--- src/rtl/kmc_pkg.sv ---
// Shared scancode constants, decoder state type, key bit indices and the
// per-axis step/clamp helper for key_motion_ctrl.
package kmc_pkg;

  localparam logic [7:0] SC_BREAK = 8'hF0;
  localparam logic [7:0] SC_EXT   = 8'hE0;
  localparam logic [7:0] SC_W     = 8'h1D;
  localparam logic [7:0] SC_S     = 8'h1B;
  localparam logic [7:0] SC_A     = 8'h1C;
  localparam logic [7:0] SC_D     = 8'h23;
  localparam logic [7:0] SC_UP    = 8'h75;
  localparam logic [7:0] SC_DOWN  = 8'h72;
  localparam logic [7:0] SC_LEFT  = 8'h6B;
  localparam logic [7:0] SC_RIGHT = 8'h74;

  localparam logic [1:0] KEY_UP    = 2'd0;
  localparam logic [1:0] KEY_DOWN  = 2'd1;
  localparam logic [1:0] KEY_LEFT  = 2'd2;
  localparam logic [1:0] KEY_RIGHT = 2'd3;

  typedef enum logic [1:0] {
    ST_IDLE,
    ST_BREAK,
    ST_EXT,
    ST_EXT_BREAK
  } dec_state_t;

  typedef enum logic [1:0] {
    MV_NONE,
    MV_DEC,
    MV_INC
  } move_dir_t;

  // Opposing keys cancel; only a lone key produces movement.
  function automatic move_dir_t axis_dir(input logic dec_key, input logic inc_key);
    if (dec_key && !inc_key) return MV_DEC;
    if (inc_key && !dec_key) return MV_INC;
    return MV_NONE;
  endfunction

  function automatic logic [9:0] step_clamp(input logic [9:0]  cur,
                                            input move_dir_t   dir,
                                            input logic [10:0] step,
                                            input logic [10:0] limit);
    logic [10:0] wide;
    logic [10:0] res;
    wide = {1'b0, cur};
    res  = wide;
    case (dir)
      MV_DEC: begin
        res = (wide < step) ? 11'd0 : wide - step;
        if (res > limit) res = limit;
      end
      MV_INC: begin
        res = wide + step;
        if (res > limit) res = limit;
      end
      default: res = wide;
    endcase
    return res[9:0];
  endfunction

endpackage

--- src/rtl/kmc_scancode_decoder.sv ---
// PS/2 set-2 scancode decoder: emits a one-cycle make/break event with a key index.
// Arrow keys (E0-prefixed) are decoded only when KMC_ARROW_KEYS_EN is defined.
module kmc_scancode_decoder
  import kmc_pkg::*;
(
  input  logic       clk,
  input  logic       reset,
  input  logic       rx_done_tick,
  input  logic [7:0] rx_data,
  output logic       key_evt,
  output logic       key_make,
  output logic [1:0] key_idx
);

  dec_state_t state;
  logic       mapped;

  // Events are combinational so the held-key register updates the cycle after the byte.
  always_comb begin
    mapped  = 1'b0;
    key_idx = KEY_UP;
    if (state == ST_IDLE || state == ST_BREAK) begin
      case (rx_data)
        SC_W:    begin mapped = 1'b1; key_idx = KEY_UP;    end
        SC_S:    begin mapped = 1'b1; key_idx = KEY_DOWN;  end
        SC_A:    begin mapped = 1'b1; key_idx = KEY_LEFT;  end
        SC_D:    begin mapped = 1'b1; key_idx = KEY_RIGHT; end
        default: mapped = 1'b0;
      endcase
    end else begin
`ifdef KMC_ARROW_KEYS_EN
      case (rx_data)
        SC_UP:    begin mapped = 1'b1; key_idx = KEY_UP;    end
        SC_DOWN:  begin mapped = 1'b1; key_idx = KEY_DOWN;  end
        SC_LEFT:  begin mapped = 1'b1; key_idx = KEY_LEFT;  end
        SC_RIGHT: begin mapped = 1'b1; key_idx = KEY_RIGHT; end
        default:  mapped = 1'b0;
      endcase
`else
      mapped = 1'b0;
`endif
    end
    key_evt  = rx_done_tick && mapped;
    key_make = (state == ST_IDLE) || (state == ST_EXT);
  end

  always_ff @(posedge clk or negedge reset) begin
    if (!reset) begin
      state <= ST_IDLE;
    end else if (rx_done_tick) begin
      case (state)
        ST_IDLE: begin
          if (rx_data == SC_BREAK)    state <= ST_BREAK;
          else if (rx_data == SC_EXT) state <= ST_EXT;
          else                        state <= ST_IDLE;
        end
        ST_EXT: begin
          if (rx_data == SC_BREAK) state <= ST_EXT_BREAK;
          else                     state <= ST_IDLE;
        end
        default: state <= ST_IDLE;
      endcase
    end
  end

endmodule

--- src/rtl/key_motion_ctrl.sv ---
// Keyboard-driven motion of two sprites: held-key tracking plus per-frame clamped steps.
// Optional arrow-key support is enabled with the KMC_ARROW_KEYS_EN macro.
module key_motion_ctrl
  import kmc_pkg::*;
#(
  parameter int STEP        = 4,
  parameter int SPRITE_SIZE = 51,
  parameter int SCREEN_W    = 640,
  parameter int SCREEN_H    = 480,
  parameter int X0_INIT     = 0,
  parameter int Y0_INIT     = 0,
  parameter int X1_INIT     = 100,
  parameter int Y1_INIT     = 100
) (
  input  logic       clk,
  input  logic       reset,
  input  logic       rx_done_tick,
  input  logic [7:0] rx_data,
  input  logic       frame_tick,
  output logic [9:0] x0,
  output logic [9:0] y0,
  output logic [9:0] x1,
  output logic [9:0] y1,
  output logic [3:0] keys_held,
  output logic       move_valid
);

  localparam logic [10:0] STEP_W  = 11'(STEP);
  localparam logic [10:0] X_LIMIT = 11'(SCREEN_W - SPRITE_SIZE);
  localparam logic [10:0] Y_LIMIT = 11'(SCREEN_H - SPRITE_SIZE);

  logic       key_evt;
  logic       key_make;
  logic [1:0] key_idx;

  kmc_scancode_decoder u_decoder (
    .clk          (clk),
    .reset        (reset),
    .rx_done_tick (rx_done_tick),
    .rx_data      (rx_data),
    .key_evt      (key_evt),
    .key_make     (key_make),
    .key_idx      (key_idx)
  );

  move_dir_t  x_dir;
  move_dir_t  y_dir;
  logic [9:0] x0_next;
  logic [9:0] y0_next;
  logic [9:0] x1_next;
  logic [9:0] y1_next;
  logic       any_change;

  // Movement reads the registered keys, so a byte landing with frame_tick affects the next frame.
  always_comb begin
    x_dir      = axis_dir(keys_held[KEY_LEFT], keys_held[KEY_RIGHT]);
    y_dir      = axis_dir(keys_held[KEY_UP], keys_held[KEY_DOWN]);
    x0_next    = step_clamp(x0, x_dir, STEP_W, X_LIMIT);
    y0_next    = step_clamp(y0, y_dir, STEP_W, Y_LIMIT);
    x1_next    = step_clamp(x1, x_dir, STEP_W, X_LIMIT);
    y1_next    = step_clamp(y1, y_dir, STEP_W, Y_LIMIT);
    any_change = (x0_next != x0) || (y0_next != y0) ||
                 (x1_next != x1) || (y1_next != y1);
  end

  always_ff @(posedge clk or negedge reset) begin
    if (!reset) begin
      x0         <= 10'(X0_INIT);
      y0         <= 10'(Y0_INIT);
      x1         <= 10'(X1_INIT);
      y1         <= 10'(Y1_INIT);
      keys_held  <= 4'b0000;
      move_valid <= 1'b0;
    end else begin
      move_valid <= 1'b0;
      if (key_evt) keys_held[key_idx] <= key_make;
      if (frame_tick) begin
        x0         <= x0_next;
        y0         <= y0_next;
        x1         <= x1_next;
        y1         <= y1_next;
        move_valid <= any_change;
      end
    end
  end

endmodule
--- config.mk ---
export PLATFORM = sky130hd
export DESIGN_NAME = key_motion_ctrl
export DESIGN_NICKNAME = d
export VERILOG_FILES = /design/src/rtl/kmc_pkg.sv /design/src/rtl/kmc_scancode_decoder.sv /design/src/rtl/key_motion_ctrl.sv
export SDC_FILE = /design/constraint.sdc
export NUM_CORES = 1
export LEC_CHECK = 0
export CELL_PAD_IN_SITES_DETAIL_PLACEMENT = 1
export CELL_PAD_IN_SITES_GLOBAL_PLACEMENT = 1
export CORE_MARGIN = 3
export CORE_UTILIZATION = 40
export CTS_BUF_LIST = sky130_fd_sc_hd__clkbuf_16
export CTS_CLUSTER_SIZE = 25
export DETAILED_ROUTE_END_ITERATION = 7
export DONT_BUFFER_PORTS = 1
export PLACE_DENSITY = 0.7
export RECOVER_POWER = 25
export SLEW_MARGIN = 10
export SYNTH_ARGS = -nofsm -noshare
export SYNTH_HDL_FRONTEND = slang
export SYNTH_SLANG_ARGS = --single-unit
--- constraint.sdc ---
create_clock -name clk -period 6.7 [get_ports clk]
set_clock_uncertainty 0.15 [all_clocks]
set_input_delay 0.335 -clock clk [delete_from_list [all_inputs] [get_ports clk]]
set_output_delay 0.335 -clock clk [all_outputs]
set_load 0.03 [all_outputs]
# Yosys cells after proc, flatten, opt, wreduce, memory -nomap -nowiden

Cells that the tools add are included.

Bits in registers: 47
Input port bits: 12
Output and inout bits: 45
Word-level logic and storage cells: 104

Add/subtract/negate cells: 8
$lt $le $gt $ge: 14
Equal/unequal tests: 16
Multiplexer cells: 42
Reduce and logical (&&, ||, !) cells: 17

Operator list:

| kind                                                                               | number |
|---|---|
| 10-bit 2-to-1 mux                                                                  | 8 |
| 10-bit case mux with 2 select lines                                                | 4 |
| 10-bit by 3-bit adder with 11-bit output (second input constant)                   | 4 |
| 11-bit by 10-bit greater-than comparator with 1-bit output (second input constant) | 4 |
| 11-bit by 9-bit greater-than comparator with 1-bit output (second input constant)  | 4 |
| 11-bit 2-to-1 mux                                                                  | 4 |
| 10-bit by 3-bit subtractor with 11-bit output (second input constant)              | 4 |
| 10-bit by 3-bit < comparator with 1-bit output (second input constant)             | 4 |
| 10-bit != test                                                                     | 4 |
| 8-bit by 5-bit equality test with 1-bit output (second input constant)             | 3 |
| 2-bit 2-to-1 mux                                                                   | 12 |
| 8-bit equality test (second input constant)                                        | 2 |
| 1-bit 2-to-1 mux                                                                   | 10 |
| 8-bit by 6-bit equality test with 1-bit output (second input constant)             | 1 |
| 2-bit by 1-bit equality test with 1-bit output (second input constant)             | 3 |
| 2-bit equality test (second input constant)                                        | 3 |
| 1-bit logical AND                                                                  | 6 |
| 2-bit case mux with 3 select lines                                                 | 1 |
| 1-bit logical OR                                                                   | 5 |
| 4-bit bitwise mux                                                                  | 1 |
| 1-bit logical NOT                                                                  | 4 |
| 2-bit case mux with 2 select lines                                                 | 1 |
| 4-bit OR reduction                                                                 | 1 |
| 2-bit by 3-bit < comparator with 1-bit output (second input constant)              | 1 |
| other kinds (3)                                                                    | 3 |

# Logic depth before layout (Yosys ltp)

Depth after elaboration: 13
Mapped depth: 15
Mapped depth without buffers: 12

# Modules after synthesis

A second synthesis with hierarchy kept.

Cells, all modules: 770
Area total of the unflattened synthesis: 5736.8 sq um

Modules (own cells, without submodules):

| module               | times used | cells each | area each (sq um) | seq. area each (sq um) |
|---|---|---|---|---|
| key_motion_ctrl      | 1          | 744        | 5524.0            | 1133.6 |
| kmc_scancode_decoder | 1          | 26         | 212.7             | 50.0 |

# Worst setup path before layout

OpenSTA, ideal clock, no wires.

Path type: reg2reg
From: reg x1[2]
To: reg move_valid
Library setup time: 129 ps
Arrival time: 3740 ps
Setup slack: 2680 ps
Cell stages (with the launch flop): 14
Buffers on the path: 1
Cell sequence: dfstp_2 buf_2 inv_1 ha_1 or3b_2 a21oi_1 nor3_1 a31oi_4 nor2_1 a32oi_1 and4b_1 nand4_1 or4_1 o41a_1

Longest elaborated chain between the ends: 9
Elaborated cells between the ends (all ways): 13

Ends and longest elaborated chain:

| item                                                                                                                   | RTL line              | text |
|---|---|---|
| start, declared                                                                                                        | key_motion_ctrl.sv:22 | `output logic [9:0] x1,` |
| start signal, assigned                                                                                                 | key_motion_ctrl.sv:70 | `x1 <= 10'(X1_INIT);` |
| start signal, assigned                                                                                                 | key_motion_ctrl.sv:80 | `x1 <= x1_next;` |
| 10-bit by 3-bit subtractor with 11-bit output / 10-bit by 3-bit < comparator with 1-bit output (equally long branches) | kmc_pkg.sv:51         | `res = (wide < step) ? 11'd0 : wide - step;` |
| 11-bit 2-to-1 mux                                                                                                      | kmc_pkg.sv:51         |  |
| 11-bit by 10-bit greater-than comparator with 1-bit output                                                             | kmc_pkg.sv:52         | `if (res > limit) res = limit;` |
| 10-bit 2-to-1 mux                                                                                                      | kmc_pkg.sv:52         |  |
| 10-bit case mux with 2 select lines                                                                                    | kmc_pkg.sv:49         | `case (dir)` |
| 10-bit != test (*)                                                                                                     | key_motion_ctrl.sv:63 | `(x1_next != x1) \|\| (y1_next != y1);` |
| 1-bit logical OR (*)                                                                                                   | key_motion_ctrl.sv:62 | `any_change = (x0_next != x0) \|\| (y0_next != y0) \|\|` |
| 1-bit logical OR (*)                                                                                                   | key_motion_ctrl.sv:63 |  |
| 1-bit 2-to-1 mux (*)                                                                                                   | key_motion_ctrl.sv:77 | `if (frame_tick) begin` |
| end signal, assigned                                                                                                   | key_motion_ctrl.sv:82 | `move_valid <= any_change;` |
| end, declared                                                                                                          | key_motion_ctrl.sv:25 | `output logic move_valid` |

Every way passes the cells marked *; elsewhere a longest branch is shown, timed or not.
A chain may end at the register's enable or synchronous reset.

# Worst setup path after layout

From: reg x0[2]
To: reg move_valid

Longest elaborated chain between the ends: 10
Elaborated cells between the ends (all ways): 14

Ends and longest elaborated chain:

| item                                                                                                                   | RTL line              | text |
|---|---|---|
| start, declared                                                                                                        | key_motion_ctrl.sv:20 | `output logic [9:0] x0,` |
| start signal, assigned                                                                                                 | key_motion_ctrl.sv:68 | `x0 <= 10'(X0_INIT);` |
| start signal, assigned                                                                                                 | key_motion_ctrl.sv:78 | `x0 <= x0_next;` |
| 10-bit by 3-bit subtractor with 11-bit output / 10-bit by 3-bit < comparator with 1-bit output (equally long branches) | kmc_pkg.sv:51         |  |
| 11-bit 2-to-1 mux                                                                                                      | kmc_pkg.sv:51         |  |
| 11-bit by 10-bit greater-than comparator with 1-bit output                                                             | kmc_pkg.sv:52         |  |
| 10-bit 2-to-1 mux                                                                                                      | kmc_pkg.sv:52         |  |
| 10-bit case mux with 2 select lines                                                                                    | kmc_pkg.sv:49         |  |
| 10-bit != test (*)                                                                                                     | key_motion_ctrl.sv:62 |  |
| 1-bit logical OR (*) (2 in a row)                                                                                      | key_motion_ctrl.sv:62 |  |
| 1-bit logical OR (*)                                                                                                   | key_motion_ctrl.sv:63 |  |
| 1-bit 2-to-1 mux (*)                                                                                                   | key_motion_ctrl.sv:77 |  |

Marked as above.

==> results.yml <==
floorplan:
  std_cell_rows: 43
  initial_core_util: 0.412
  coreArea_um2: 14000
  die-height_um: 126
  die_width_um: 126
  floorplan.die_area_um2: 15900
  ios: 57
routing:
  drcViolationCount: 0
  dr_pass1_iterations: 5
  ant_nets: 0
  drt_first_iter_violations: 672
  vias_per_cell: 6.80
  vias: 6457
  routedWlPerCell_um: 22.9
  wl_mm: 21.8
sta:
  worst_slew_pin_slew_ns: 2.87
  clock.fmax_ghz: 0.218
  setup_slack_ns: 2.12
  period_needed_ns: 4.58
  timing.final.hold_violations: 0
  drv_slew: 48
  final-setup-viol-count: 0
  totalNegativeSetupSlack_ns: 0
  maxSlewHeadroom: -0.912
  unrepaired_setup_endpoints_after_global_routing: "no"
  layout_worst_path_cycle_share: 0.684
global_routing:
  first_pass_grt_wire_length_mm: 35.2
  antenna_found_initial: 0
  groute.usage.overall: 0.269
  grt_max_degree: 48
  gr-total-overflow: 0
  vias_in_the_first_global_route: 6456
logic_synthesis:
  synth.top_cells.by_area: "dfrtp_1 18%, a21oi_1 5.0%, o21ai_0 5.0%"
  synthesis.instances: 816
  ys_async_sr_fraction: 1.00
  syn-num-nets: 844
  number_of_enable_type_register_cells_in_the_synthesized_netlist: 0
  synth_seq_cells: 47
  netlist.top_cell.by_area: "dfrtp_1"
  yosys.area.top_type_share: 0.178
  synth.avg_cell_area_um2: 7.06
  synthMostInstantiatedCell: "nor2_1"
  synth_area_um2: 5760
  synth_warnings: 0
  synth.distinct_cells: 89
  synthTopCellsByCount: "75 x nor2_1, 68 x nand2_1, 57 x a21oi_1, 57 x o21ai_0, 48 x clkbuf_1"
  ys_seq_area_frac: 0.205
  leading_register_cell_type_out_of_synthesis: "dfrtp_1"
pwr:
  peakVddDrop_mv: 0.194
  power.static_leakage_uw: 0.00214
  p_per_area_nw_per_um2: 369
finish:
  final_nets: 796
  area_delta_synth_final_pct: 2.82
  final_layout_size_suffix_gt1_frac: 0.0598
  finish.utilization: 0.423
  n_antenna_cell: 0
cts:
  cts_tree: "built"
  clkSinkCount: 47
  post_cts_buffers: 0
  deepest_level_of_the_cts_h_tree: 2
  clk_path_buf_depth: 2
  clock-root-buffer: "clkbuf_16"
  clk_pin_slew_ns: 0.08
  tritoncts.num_buffers: 5
  post_cts_resized: 0
  clock_insertion_delay_worst_skew_ns: 0.31
critical_path:
  endpoint_kind: "register"
  critPathMostFrequentCell: "nor3b_1"
  cpLargestDelayFamily: "simple AND/OR/NAND/NOR gates"
  worst_r2r_endpoint: "move_valid"
  worst_path_arrival_time_ns: 4.63
  ff2ff_setup_slack_ns: 2.12
  reg2reg_depth: 12
  crit_chain: "inv_1 > ha_1 > nor3b_1 > xor2_1 > nand4_1 > nor4_1 > a211oi_1 > or3_1 > o22ai_2 > nor3b_1 > or4_1 > o41a_1"
  crit_type: "register to register"
  critPathBufInv: 1
  slowest_stage: "dfrtp_1"
  critPathRequiredTime_ns: 6.74
  crit_path_max_cell_delay_ns: 0.84
  critical_path.reg2reg.startpoint: "x0[2]"
  cp_max_fo: 16
  path_depth: 12
  start_kind: "register"
placement:
  numPortBuffers: 0
  dp_hpwl_mm: 15.2
  gp_congestion: 0.965
  preCtsSetupSlack_ns: 2.24
worst_hold_path:
  min_to: "move_valid"
  timing.hold.worst.start: "frame_tick"
  number_of_instances_on_the_worst_hold_path: 1
  min-delay-path-class: "input port to register"
run:
  max_cap_violations: 1
status:
  violated_checks: "capacitance limit, slew limit"
  run_status: "finished, violations left"
==> per-stage QoR <==
stage | area (µm²) | hold slack (ns) | total power, µW | std cells
after floorplan | 5760 | -0.111 | 1570 | 816
after global placement | 5740 | -0.109 | 1840 | 936
after detailed placement | 5740 | -0.108 | 1880 | 936
after CTS | 5950 | 0.00204 | 2170 | 949
after global routing | 5920 | 0.00117 | 2350 | 949
final | 5920 | 0.00493 | 2190 | 949
==> placed cells by master (no fill, tap or decap), types with 5 or more instances in the layout <==
| cell | netlist | layout |
|---|---|---|
| nor2_1 | 75 | 75 |
| nand3_1 | 39 | 39 |
| nor4_1 | 11 | 11 |
| o21ai_0 | 57 | 57 |
| a21o_1 | 7 | 7 |
| nand3b_1 | 5 | 5 |
| and2_1 | 8 | 8 |
| o21a_1 | 5 | 5 |
| nor3b_1 | 8 | 8 |
| o211ai_1 | 12 | 12 |
| clkbuf_16 | 0 | 5 |
| nand2b_1 | 14 | 14 |
| a41oi_1 | 5 | 5 |
| mux2i_1 | 6 | 6 |
| nor3_1 | 27 | 27 |
| o22ai_1 | 7 | 7 |
| xnor2_1 | 11 | 11 |
| o311ai_0 | 5 | 5 |
| dfrtp_1 | 41 | 41 |
| a22oi_1 | 6 | 6 |
| inv_1 | 43 | 45 |
| o31ai_1 | 14 | 14 |
| nor2b_1 | 8 | 8 |
| a22o_1 | 5 | 5 |
| a32oi_1 | 5 | 5 |
| or4_1 | 7 | 7 |
| a211oi_1 | 9 | 9 |
| xor2_1 | 7 | 7 |
| a31oi_1 | 27 | 27 |
| and3_1 | 11 | 11 |
| dfstp_2 | 6 | 6 |
| nand2_1 | 68 | 68 |
| or3_1 | 12 | 12 |
| or2_2 | 8 | 8 |
| ha_1 | 16 | 16 |
| nand4_1 | 16 | 16 |
| a21oi_1 | 57 | 57 |
==> how the worst max path moves through the flow <==
stage,from,to,slack [ns]
6_report,x0[2],move_valid,2.12
5_1_grt,x1[3],move_valid,1.72
4_1_cts,x0[2],move_valid,2.14
3_5_place_dp,x1[3],move_valid,2.24
3_3_place_gp,x1[3],move_valid,2.42
2_1_floorplan,x1[2],move_valid,2.68
==> repair_timing <==
| action | in CTS | in global routing |
|---|---|---|
| hold endpoints to repair | 57 | 0 |
| hold buffers | 5 | 0 |
| setup endpoints to repair | 0 | 0 |
==> per-layer routing <==
| layer | routed length, µm | track usage |
|---|---|---|
| met1 | 9790 | 0.371 |
| met2 | 9860 | 0.417 |
| met3 | 1580 | 0.0619 |
| met4 | 520 | 0.0864 |
| met5 | 0 | 0 |
==> report_power, final <==
group	internal, µW	total, µW	switching [µW]
Combinational	417	1130	717
Sequential	365	785	420
Clock	136	270	134
==> kinds of logic (layout without fill, tap and decap cells) <==
| kind of cell | count (synthesis) | after routing | synth area share |
|---|---|---|---|
| AND/OR/NAND/NOR | 344 | 344 | 0.316 |
| AO/OA/AOI/OAI | 277 | 277 | 0.328 |
| buffers and inverters | 107 | 60 | 0.0756 |
| flip-flops | 47 | 47 | 0.205 |
| XOR/XNOR | 18 | 18 | 0.0274 |
| adder cells (fa/ha/maj) | 16 | 16 | 0.0348 |
| multiplexers | 7 | 7 | 0.0124 |
==> worst register-to-register path: stages (launching register included) <==
cell and delay [ns]:
dfrtp_1 0.84, inv_1 0.22, ha_1 0.40, nor3b_1 0.21
xor2_1 0.25, nand4_1 0.14, nor4_1 0.32, a211oi_1 0.16
or3_1 0.56, o22ai_2 0.22, nor3b_1 0.08, or4_1 0.49
o41a_1 0.42
==> registers in the layout, summed over array words and instances (netlist names) <==
name and cells:
x1 10, y0 10, move_valid 1, y1 10, keys_held 4, x0 10, u_decoder.state 2
==> layout make-up <==
type / count / area [µm²]
Multi-Input combinational cell: 662 / 4140
Timing Repair Buffer: 9 / 73.8
Clock buffer: 5 / 125
Sequential cell: 47 / 1180
Clock inverter: 3 / 12.5
Inverter: 43 / 161
Tap cell: 180 / 225
Fill cell: 1770 / 8070
Power figures use the tool's default switching activity.
